==> src/rtl/cpu_checker_fsm.sv <==
// cpu_checker_fsm: character-serial recogniser for CPU trace records.
// Register write: ^T@P: $G <= D#    Memory write: ^T@P: *A <= D#
// format_type pulses 1 (register) or 2 (memory) for the cycle after '#'.
// Optional build macro CPU_CHECKER_ERROR_CODE_EN adds the freq input and the
// error_code output, backed by value accumulators for T, G, P and A.
`timescale 1ns/1ps
module cpu_checker_fsm #(
  parameter int TIME_DIGITS_MAX = 4,
  parameter int HEX_DIGITS      = 8
) (
  input  logic       clk,
  input  logic       reset,
  input  logic [7:0] char,
  output logic [1:0] format_type
`ifdef CPU_CHECKER_ERROR_CODE_EN
  ,
  input  logic [15:0] freq,
  output logic [3:0]  error_code
`endif
);

  localparam int CNT_MAX = (TIME_DIGITS_MAX > HEX_DIGITS) ? TIME_DIGITS_MAX : HEX_DIGITS;
  localparam int CNT_W   = $clog2(CNT_MAX + 1);
  localparam logic [CNT_W-1:0] DEC_CNT = CNT_W'(TIME_DIGITS_MAX);
  localparam logic [CNT_W-1:0] HEX_CNT = CNT_W'(HEX_DIGITS);

  localparam logic [7:0] CH_CARET  = 8'h5E;
  localparam logic [7:0] CH_AT     = 8'h40;
  localparam logic [7:0] CH_COLON  = 8'h3A;
  localparam logic [7:0] CH_SP     = 8'h20;
  localparam logic [7:0] CH_DOLLAR = 8'h24;
  localparam logic [7:0] CH_STAR   = 8'h2A;
  localparam logic [7:0] CH_LT     = 8'h3C;
  localparam logic [7:0] CH_EQ     = 8'h3D;
  localparam logic [7:0] CH_HASH   = 8'h23;

  typedef enum logic [3:0] {
    IDLE, TIME, PC, COLON, SPC1, GRF, ADDR, SPC2, LT, SPC3, DATA, SPC4,
    DONE_REG, DONE_MEM, ERR
  } state_t;

  state_t           state, state_n;
  logic [CNT_W-1:0] cnt, cnt_n;
  logic             is_mem, mem_n;

  function automatic logic is_dec(input logic [7:0] c);
    return (c >= 8'h30) && (c <= 8'h39);
  endfunction

  // Lowercase only: 'A'-'F' is deliberately not a hex digit here.
  function automatic logic is_hex(input logic [7:0] c);
    return is_dec(c) || ((c >= 8'h61) && (c <= 8'h66));
  endfunction

  // Next-state, field-length counter and record-kind selection
  always_comb begin
    state_n = state;
    cnt_n   = cnt;
    mem_n   = is_mem;
    if (char == CH_CARET) begin
      state_n = TIME;
      cnt_n   = '0;
      mem_n   = 1'b0;
    end else begin
      case (state)
        IDLE: state_n = IDLE;
        TIME: begin
          if (is_dec(char) && cnt < DEC_CNT) cnt_n = cnt + 1'b1;
          else if (char == CH_AT && cnt != '0) begin
            state_n = PC;
            cnt_n   = '0;
          end else state_n = ERR;
        end
        PC: begin
          if (is_hex(char) && cnt < HEX_CNT) cnt_n = cnt + 1'b1;
          else if (char == CH_COLON && cnt == HEX_CNT) state_n = COLON;
          else state_n = ERR;
        end
        COLON, SPC1: begin
          cnt_n = '0;
          if (char == CH_SP) state_n = SPC1;
          else if (char == CH_DOLLAR) begin
            state_n = GRF;
            mem_n   = 1'b0;
          end else if (char == CH_STAR) begin
            state_n = ADDR;
            mem_n   = 1'b1;
          end else state_n = ERR;
        end
        GRF: begin
          if (is_dec(char) && cnt < DEC_CNT) cnt_n = cnt + 1'b1;
          else if (char == CH_SP && cnt != '0) state_n = SPC2;
          else if (char == CH_LT && cnt != '0) state_n = LT;
          else state_n = ERR;
        end
        ADDR: begin
          if (is_hex(char) && cnt < HEX_CNT) cnt_n = cnt + 1'b1;
          else if (char == CH_SP && cnt == HEX_CNT) state_n = SPC2;
          else if (char == CH_LT && cnt == HEX_CNT) state_n = LT;
          else state_n = ERR;
        end
        SPC2: begin
          if (char == CH_LT) state_n = LT;
          else if (char != CH_SP) state_n = ERR;
        end
        LT: state_n = (char == CH_EQ) ? SPC3 : ERR;
        SPC3: begin
          if (is_hex(char)) begin
            state_n = DATA;
            cnt_n   = CNT_W'(1);
          end else if (char != CH_SP) state_n = ERR;
        end
        DATA: begin
          if (is_hex(char) && cnt < HEX_CNT) cnt_n = cnt + 1'b1;
          else if (char == CH_SP && cnt == HEX_CNT) state_n = SPC4;
          else if (char == CH_HASH && cnt == HEX_CNT) state_n = is_mem ? DONE_MEM : DONE_REG;
          else state_n = ERR;
        end
        SPC4: begin
          if (char == CH_HASH) state_n = is_mem ? DONE_MEM : DONE_REG;
          else if (char != CH_SP) state_n = ERR;
        end
        DONE_REG, DONE_MEM: state_n = IDLE;
        ERR: state_n = ERR;
        default: state_n = IDLE;
      endcase
    end
  end

  // State register with format_type registered from the next state
  always_ff @(posedge clk or posedge reset) begin
    if (reset) begin
      state       <= IDLE;
      cnt         <= '0;
      is_mem      <= 1'b0;
      format_type <= 2'd0;
    end else begin
      state       <= state_n;
      cnt         <= cnt_n;
      is_mem      <= mem_n;
      format_type <= (state_n == DONE_REG) ? 2'd1 :
                     (state_n == DONE_MEM) ? 2'd2 : 2'd0;
    end
  end

`ifdef CPU_CHECKER_ERROR_CODE_EN
  logic [31:0] t_acc, g_acc, p_acc, a_acc;
  logic        acc_en;
  logic [3:0]  err_n;

  // A digit was consumed when a field state holds on a non-'^' character.
  assign acc_en = (char != CH_CARET) && (state_n == state) &&
                  (state == TIME || state == PC || state == GRF || state == ADDR);

  function automatic logic [3:0] calc_err(input logic mem, input logic [31:0] t,
                                          input logic [31:0] p, input logic [31:0] g,
                                          input logic [31:0] a, input logic [15:0] f);
    logic [15:0] half;
    logic [3:0]  e;
    half = f >> 1;
    e    = 4'd0;
    // A zero half-period only divides a zero time stamp.
    e[0] = (half == 16'd0) ? (t != 32'd0) : ((t % {16'd0, half}) != 32'd0);
    e[1] = (p < 32'h0000_3000) || (p > 32'h0000_4fff) || (p[1:0] != 2'b00);
    e[2] = mem && ((a > 32'h0000_2fff) || (a[1:0] != 2'b00));
    e[3] = !mem && (g > 32'd31);
    return e;
  endfunction

  assign err_n = calc_err(is_mem, t_acc, p_acc, g_acc, a_acc, freq);

  // Field value accumulators and the Moore error flags for completed records
  always_ff @(posedge clk or posedge reset) begin
    if (reset) begin
      t_acc      <= '0;
      g_acc      <= '0;
      p_acc      <= '0;
      a_acc      <= '0;
      error_code <= 4'd0;
    end else begin
      if (char == CH_CARET) begin
        t_acc <= '0;
        g_acc <= '0;
        p_acc <= '0;
        a_acc <= '0;
      end else if (acc_en) begin
        case (state)
          TIME:    t_acc <= t_acc * 32'd10 + {28'd0, char[3:0]};
          GRF:     g_acc <= g_acc * 32'd10 + {28'd0, char[3:0]};
          PC:      p_acc <= {p_acc[27:0], is_dec(char) ? char[3:0] : char[3:0] + 4'd9};
          ADDR:    a_acc <= {a_acc[27:0], is_dec(char) ? char[3:0] : char[3:0] + 4'd9};
          default: ;
        endcase
      end
      error_code <= (state_n == DONE_REG || state_n == DONE_MEM) ? err_n : 4'd0;
    end
  end
`endif

endmodule

==> config.mk <==
export PLATFORM = sky130hd
export DESIGN_NAME = cpu_checker_fsm
export DESIGN_NICKNAME = d
export VERILOG_FILES = /design/src/rtl/cpu_checker_fsm.sv
export SDC_FILE = /design/constraint.sdc
export NUM_CORES = 1
export LEC_CHECK = 0
export BUFFER_PORTS_ARGS = -buffer_cell sky130_fd_sc_hd__buf_2
export CORE_UTILIZATION = 60
export DETAILED_ROUTE_END_ITERATION = 7
export GPL_ROUTABILITY_DRIVEN = 0
export PLACE_DENSITY = 0.8
export SKIP_CTS_REPAIR_TIMING = 1
export SLEW_MARGIN = 40
export SYNTH_ARGS = -nofsm -noshare
export SYNTH_HDL_FRONTEND = slang
export SYNTH_SLANG_ARGS = --single-unit
==> constraint.sdc <==
create_clock -name clk -period 4.6 [get_ports clk]
set_input_delay 0 -clock clk [delete_from_list [all_inputs] [get_ports clk]]
set_output_delay 0 -clock clk [all_outputs]
set_load 0.005 [all_outputs]
## After elaboration in Yosys (flattened, before gate mapping)

Index checks and enable logic that the tools add are counted.

| storage, ports and cells | value |
|---|---|
| register bits after elaboration | 11 |
| output and inout bits | 2 |

| operators by class | value |
|---|---|
| add/sub/neg operators | 1 |
| magnitude comparators | 6 |
| eq/ne operators | 30 |
| mux-type cells | 38 |
| reductions and logical operators | 20 |

Operators by type and width:

| operator | number |
|---|---|
| 4-bit two-way mux | 23 |
| 8-bit by 6-bit equality test with 1-bit output (second input constant) | 7 |
| 4-bit one-hot mux with 11 select lines | 1 |
| 4-bit equality test (second input constant) | 8 |
| 4-bit one-hot mux with 5 select lines | 1 |
| 4-bit by 3-bit equality test with 1-bit output (second input constant) | 4 |
| 8-bit by 7-bit equality test with 1-bit output (second input constant) | 2 |
| 3-bit two-way mux | 4 |
| 1-bit logical AND | 11 |
| 4-bit by 2-bit equality test with 1-bit output (second input constant) | 2 |
| 8-bit by 6-bit >= comparator with 1-bit output (second input constant) | 1 |
| 8-bit by 7-bit >= comparator with 1-bit output (second input constant) | 1 |
| 8-bit by 6-bit less-or-equal comparator with 1-bit output (second input constant) | 1 |
| 8-bit by 7-bit less-or-equal comparator with 1-bit output (second input constant) | 1 |
| 8-bit by 6-bit inequality test with 1-bit output (second input constant) | 1 |
| 1-bit two-way mux | 6 |
| 2-bit two-way mux | 3 |
| 3-bit inequality test (second input constant) | 2 |
| 6-bit nonzero test | 1 |
| 5-bit AND reduction | 1 |
| 4-bit by 1-bit adder with 4-bit output (second input constant) | 1 |
| 4-bit by 1-bit equality test with 1-bit output (second input constant) | 1 |
| 4-bit by 3-bit < comparator with 1-bit output (second input constant) | 1 |
| 4-bit < comparator (second input constant) | 1 |
| other kinds (10) | 10 |

## Depth between registers and ports, before layout

| depth | value |
|---|---|
| word-level depth | 10 |
| depth in mapped cells | 9 |
| depth with buffers taken out | 8 |

## Worst setup path before layout

OpenSTA, ideal clock, no wires.

| timing path | value |
|---|---|
| path type | reg2reg |
| start point | reg cnt[0] |
| end point | reg cnt[2] |
| arrival | 2.008 ns |
| path slack | 2.466 ns |
| stages on the path, launching flop included | 9 |
| path buffers | 0 |
| cell sequence | dfrtp_1 -> inv_1 -> ha_1 -> or3b_1 -> a311oi_1 -> o21ai_1 -> o21a_2 -> and3_1 -> a221o_1 |

| on the way | value |
|---|---|
| longest elaborated chain between the ends | 5 |
| elaborated cells between the ends (all ways) | 16 |
| those cells by class | 1 x add/sub; 2 x order compare; 3 x eq/ne; 5 x mux; 5 x reduce/logical |

Ends and longest elaborated chain:

| item | RTL line | RTL |
|---|---|---|
| start, declared | 43 | `logic [CNT_W-1:0] cnt, cnt_n;` |
| start signal, assigned | 139 | `cnt <= cnt_n;` |
| 4-bit by 3-bit < comparator with 1-bit output | 68, 91 |  |
| 1-bit logical AND | 68, 91 |  |
| 4-bit two-way mux | 68 | `if (is_dec(char) && cnt < DEC_CNT) cnt_n = cnt + 1'b1;` |
| 4-bit one-hot mux with 5 select lines | 65 | `case (state)` |
| 4-bit two-way mux | 60 | `if (char == CH_CARET) begin` |

Parallel ways exist; a longest one is shown, timed or not. The select of a mux whose other input is x is not followed.
A chain may end at the register's enable or synchronous reset.

## Worst setup path in the final report

| timing path | value |
|---|---|
| start point | reg state[2] |
| end point | reg format_type[1] |

| on the way | value |
|---|---|
| longest elaborated chain between the ends | 7 |
| elaborated cells between the ends (all ways) | 28 |
| those cells by class | 14 x eq/ne; 13 x mux; 1 x reduce/logical |

Ends and longest elaborated chain:

| item | RTL line | RTL |
|---|---|---|
| start, declared | 42 | `state_t state, state_n;` |
| start signal, assigned | 138 | `state <= state_n;` |
| 4-bit by 2-bit equality test with 1-bit output, or another cell as far along | 65 |  |
| 2-bit OR reduction, or another cell as far along | 65 |  |
| 4-bit one-hot mux with 11 select lines (*) | 65 |  |
| 4-bit two-way mux (*) | 60 |  |
| 4-bit equality test | 142 | `(state_n == DONE_MEM) ? 2'd2 : 2'd0;` |
| 2-bit two-way mux | 142 |  |
| 2-bit two-way mux (*) | 141 | `format_type <= (state_n == DONE_REG) ? 2'd1 :` |
| end signal, assigned | 141 |  |
| end, declared | 14 | `output logic [1:0] format_type` |

Every way passes the cells marked *; elsewhere a longest branch is shown, timed or not.

==> metrics.md <==
| Metric | Value |
|---|---|
| Status | `finished clean` |
| Post-synthesis compound-gate area fraction | `0.320` |
| I/O Buffers | `11` |
| Antenna Cells | `0` |
| Vias post-DR | `1534` |
| Remaining antenna violation count | `0` |
| Worst Tran Pin Value | `0.857 ns` |
| Hpwl dp | `2740 um` |
| Share of cells above drive strength 1 | `0.153` |
| Fillers | `182` |
| Iter 0 DRT Violations | `141` |
| Num CTS Buffers | `3` |
| Global-route wire length before repair | `6410 um` |
| Largest net degree at the start of global routing | `26` |
| Max Cap Viol | `0` |
| Die width | `49.8 um` |
| Final global-route overflow total | `0` |
| Finish-stage setup viols | `0` |
| Tmin final | `roughly 2.6 ns` |
| Worst Path Max Fanout | `23` |
| CP Class | `reg -> reg` |
| Area delta synth->final | `5.84%` |
| Starting Density | `0.665` |
| IO Pins | `12` |
| Clk slew on worst S/H paths | `0.07 ns` |
| Final Max Slew Viols | `0` |
| Max rail drop VDD | `314 uV` |
| Number of synthesized flops with an enable pin | `0` |
| Yosys cell types | `59` |
| Sequential area share after synthesis | `0.201` |
| Syn Nets | `about 190` |
| RSZ-0062 raised after global routing | `no` |
| XOR/XNOR Fraction of Synth Area | `0` |
| Clock latency on the worst-skew pair | `0.27 ns` |
| Slew Limit Headroom | `0.421` |
| Min-delay worst type | `in -> reg` |
| Cell Area, Synth | `1370 um^2` |
| Fin nets | `196` |
| Pre-Repair DR Iteration Count | `5` |
| Clock Tree Buf Depth | `2` |
| Clock root buffer | `clkbuf_4` |
| Power Total | `621 uW` |
| Leak Pwr | `0.544 nW` |
| Crit path capture type | `register` |
| Mux contribution to synthesized area | `0` |
| Die Y | `49.8 um` |
| Drt wl/cell | `around 18 um` |
| Synth warn | `0` |
| Mean Syn Cell Area | `roughly 7.6 um^2` |
| Post-route DRC | `0` |
| Die ar. | `2480 um^2` |
| Period utilization | `0.559` |
| Initial antenna violation count | `0` |
| # rows | `16` |
| CTS tree | `done` |
| Flops & latches, synth | `11` |
| Worst path arrival time | `2.70 ns` |
| Vias in the first global route | `1289` |
| Final hold vios | `0` |
| Power Dens Cells | `428 nW/um^2` |
| CP Data Required Time | `4.73 ns` |
| Post-synthesis adder-cell area fraction | `0.0182` |
| Clock sinks | `11` |
| Post-Route WL | `3800 um` |
| Setup TNS | `0 ns` |
| Combinational family with the most area after synthesis | `simple AND/OR/NAND/NOR gates` |
| Core region area | `2060 um^2` |
| H-tree levels | `1` |
| GRT Resource Usage Total | `0.332` |
| Synth Area in Simple Gates | `0.407` |
| Clock skew | `0.0107 ns` |
| Achievable clock frequency | `389 MHz` |
| Via density | `7.30` |
| Startpoint Class | `register` |
| Post-synthesis cell count | `180` |
| Post-synth top flop | `dfrtp_1` |
| Asr flop ratio synth | `1.00` |
[power by group]
| group | internal [mW] | leakage, nW | total (mW) | switching, mW |
|---|---|---|---|---|
| sequential | 0.122 | 0.146 | 0.197 | 0.0753 |
| combinational | 0.154 | 0.383 | 0.360 | 0.206 |
| clock | 0.0335 | 0.0150 | 0.0644 | 0.0309 |
[synth_stat cells (all sizes together), types with 5 or more instances]
cell	count	area [um^2]
dfrtp	11	275
a21oi	15	78.8
nor2	15	58.8
o21ai	13	65.1
nor4	5	50.1
nand3	5	25.0
nand2	8	30.0
nand2b	7	43.8
nor2b	8	50.1
clkbuf	10	37.5
inv	6	22.5
[state kept, by name, indices dropped and copies added (netlist names)]
| register | cells |
|---|---|
| format_type | 2 |
| cnt | 4 |
| is_mem | 1 |
| state | 4 |
[worst max-delay path, cell delays in order (launching register included)]
cell,delay [ns]
dfrtp_1,0.74
nor2b_1,0.26
a2111oi_0,0.72
o221ai_1,0.24
o211ai_1,0.14
and4_1,0.28
nor4b_1,0.07
[cell usage in the layout, fill, tap and decap left out, types with 3 or more instances in the layout]
cell type  netlist  routed
a21oi_1         14      14
nor2_1          14      14
o21ai_0         11      11
dfrtp_1         11      11
buf_2            2      11
nand2_1          8       8
nor2b_1          8       8
nand2b_1         7       7
inv_1            6       6
nand3_1          5       5
nand4_1          4       4
nor4_2           3       4
and3_1           4       4
a311oi_1         4       4
a31oi_1          4       4
and4bb_2         3       3
o31ai_1          3       3
a22o_1           3       3
o211ai_1         3       3
clkbuf_4         0       3
[area by class of cell]
type | count | area (um^2) | share of cell area
sequential | 11 | 275 | 0.190
clock buffer | 4 | 26.3 | 0.0181
tap | 27 | 33.8 | 0.0233
multi-input combinational | 150 | 1030 | 0.709
inverter | 6 | 22.5 | 0.0155
timing repair buffer | 12 | 65.1 | 0.0448
[through the flow]
step	instances	hold WS (ns)	worst slack, ns	util	instance area (um^2)
floorplan	180	-0.148	2.47	-	1370
global placement	205	-0.00268	2.27	0.683	1410
detailed placement	205	0.00417	2.21	0.686	1420
CTS	209	-0.287	2.19	0.699	1440
global route	210	0.221	1.86	0.704	1450
finish	210	0.197	2.03	0.704	1450
[cell families (layout without fill, tap and decap cells)]
| logic type | after synthesis | after routing |
|---|---|---|
| buffers and inverters | 19 | 22 |
| AO/OA/AOI/OAI | 65 | 65 |
| adder cells (fa/ha/maj) | 2 | 2 |
| flip-flops | 11 | 11 |
| AND/OR/NAND/NOR | 83 | 83 |
[per-layer routing]
metal,track usage,up-vias,share of wire
met1,0.486,719,0.42
li1,-,709,-
met3,0.0710,8,0.10
met5,0,-,0
met4,0.0286,0,0.0076
met2,0.516,98,0.47
[final timing paths]
check | endpoint | cells past startpoint | slack [ns] | startpoint
setup / recovery | format_type[1]$_DFF_PP0_ | 6 | 2.03 | state[2]$_DFF_PP0_
hold / removal | is_mem$_DFFE_PP0P_ | 4 | 0.20 | char[6]
setup reg to reg | format_type[1]$_DFF_PP0_ | 6 | 2.03 | state[2]$_DFF_PP0_
hold reg to reg | cnt[1]$_DFFE_PP0P_ | 1 | 0.56 | cnt[1]$_DFFE_PP0P_
max in group asynchronous | format_type[1]$_DFF_PP0_ | 3 | 4.04 | reset
min in group asynchronous | cnt[3]$_DFFE_PP0P_ | 3 | 0.26 | reset
(Power assumes the default switching activity.)
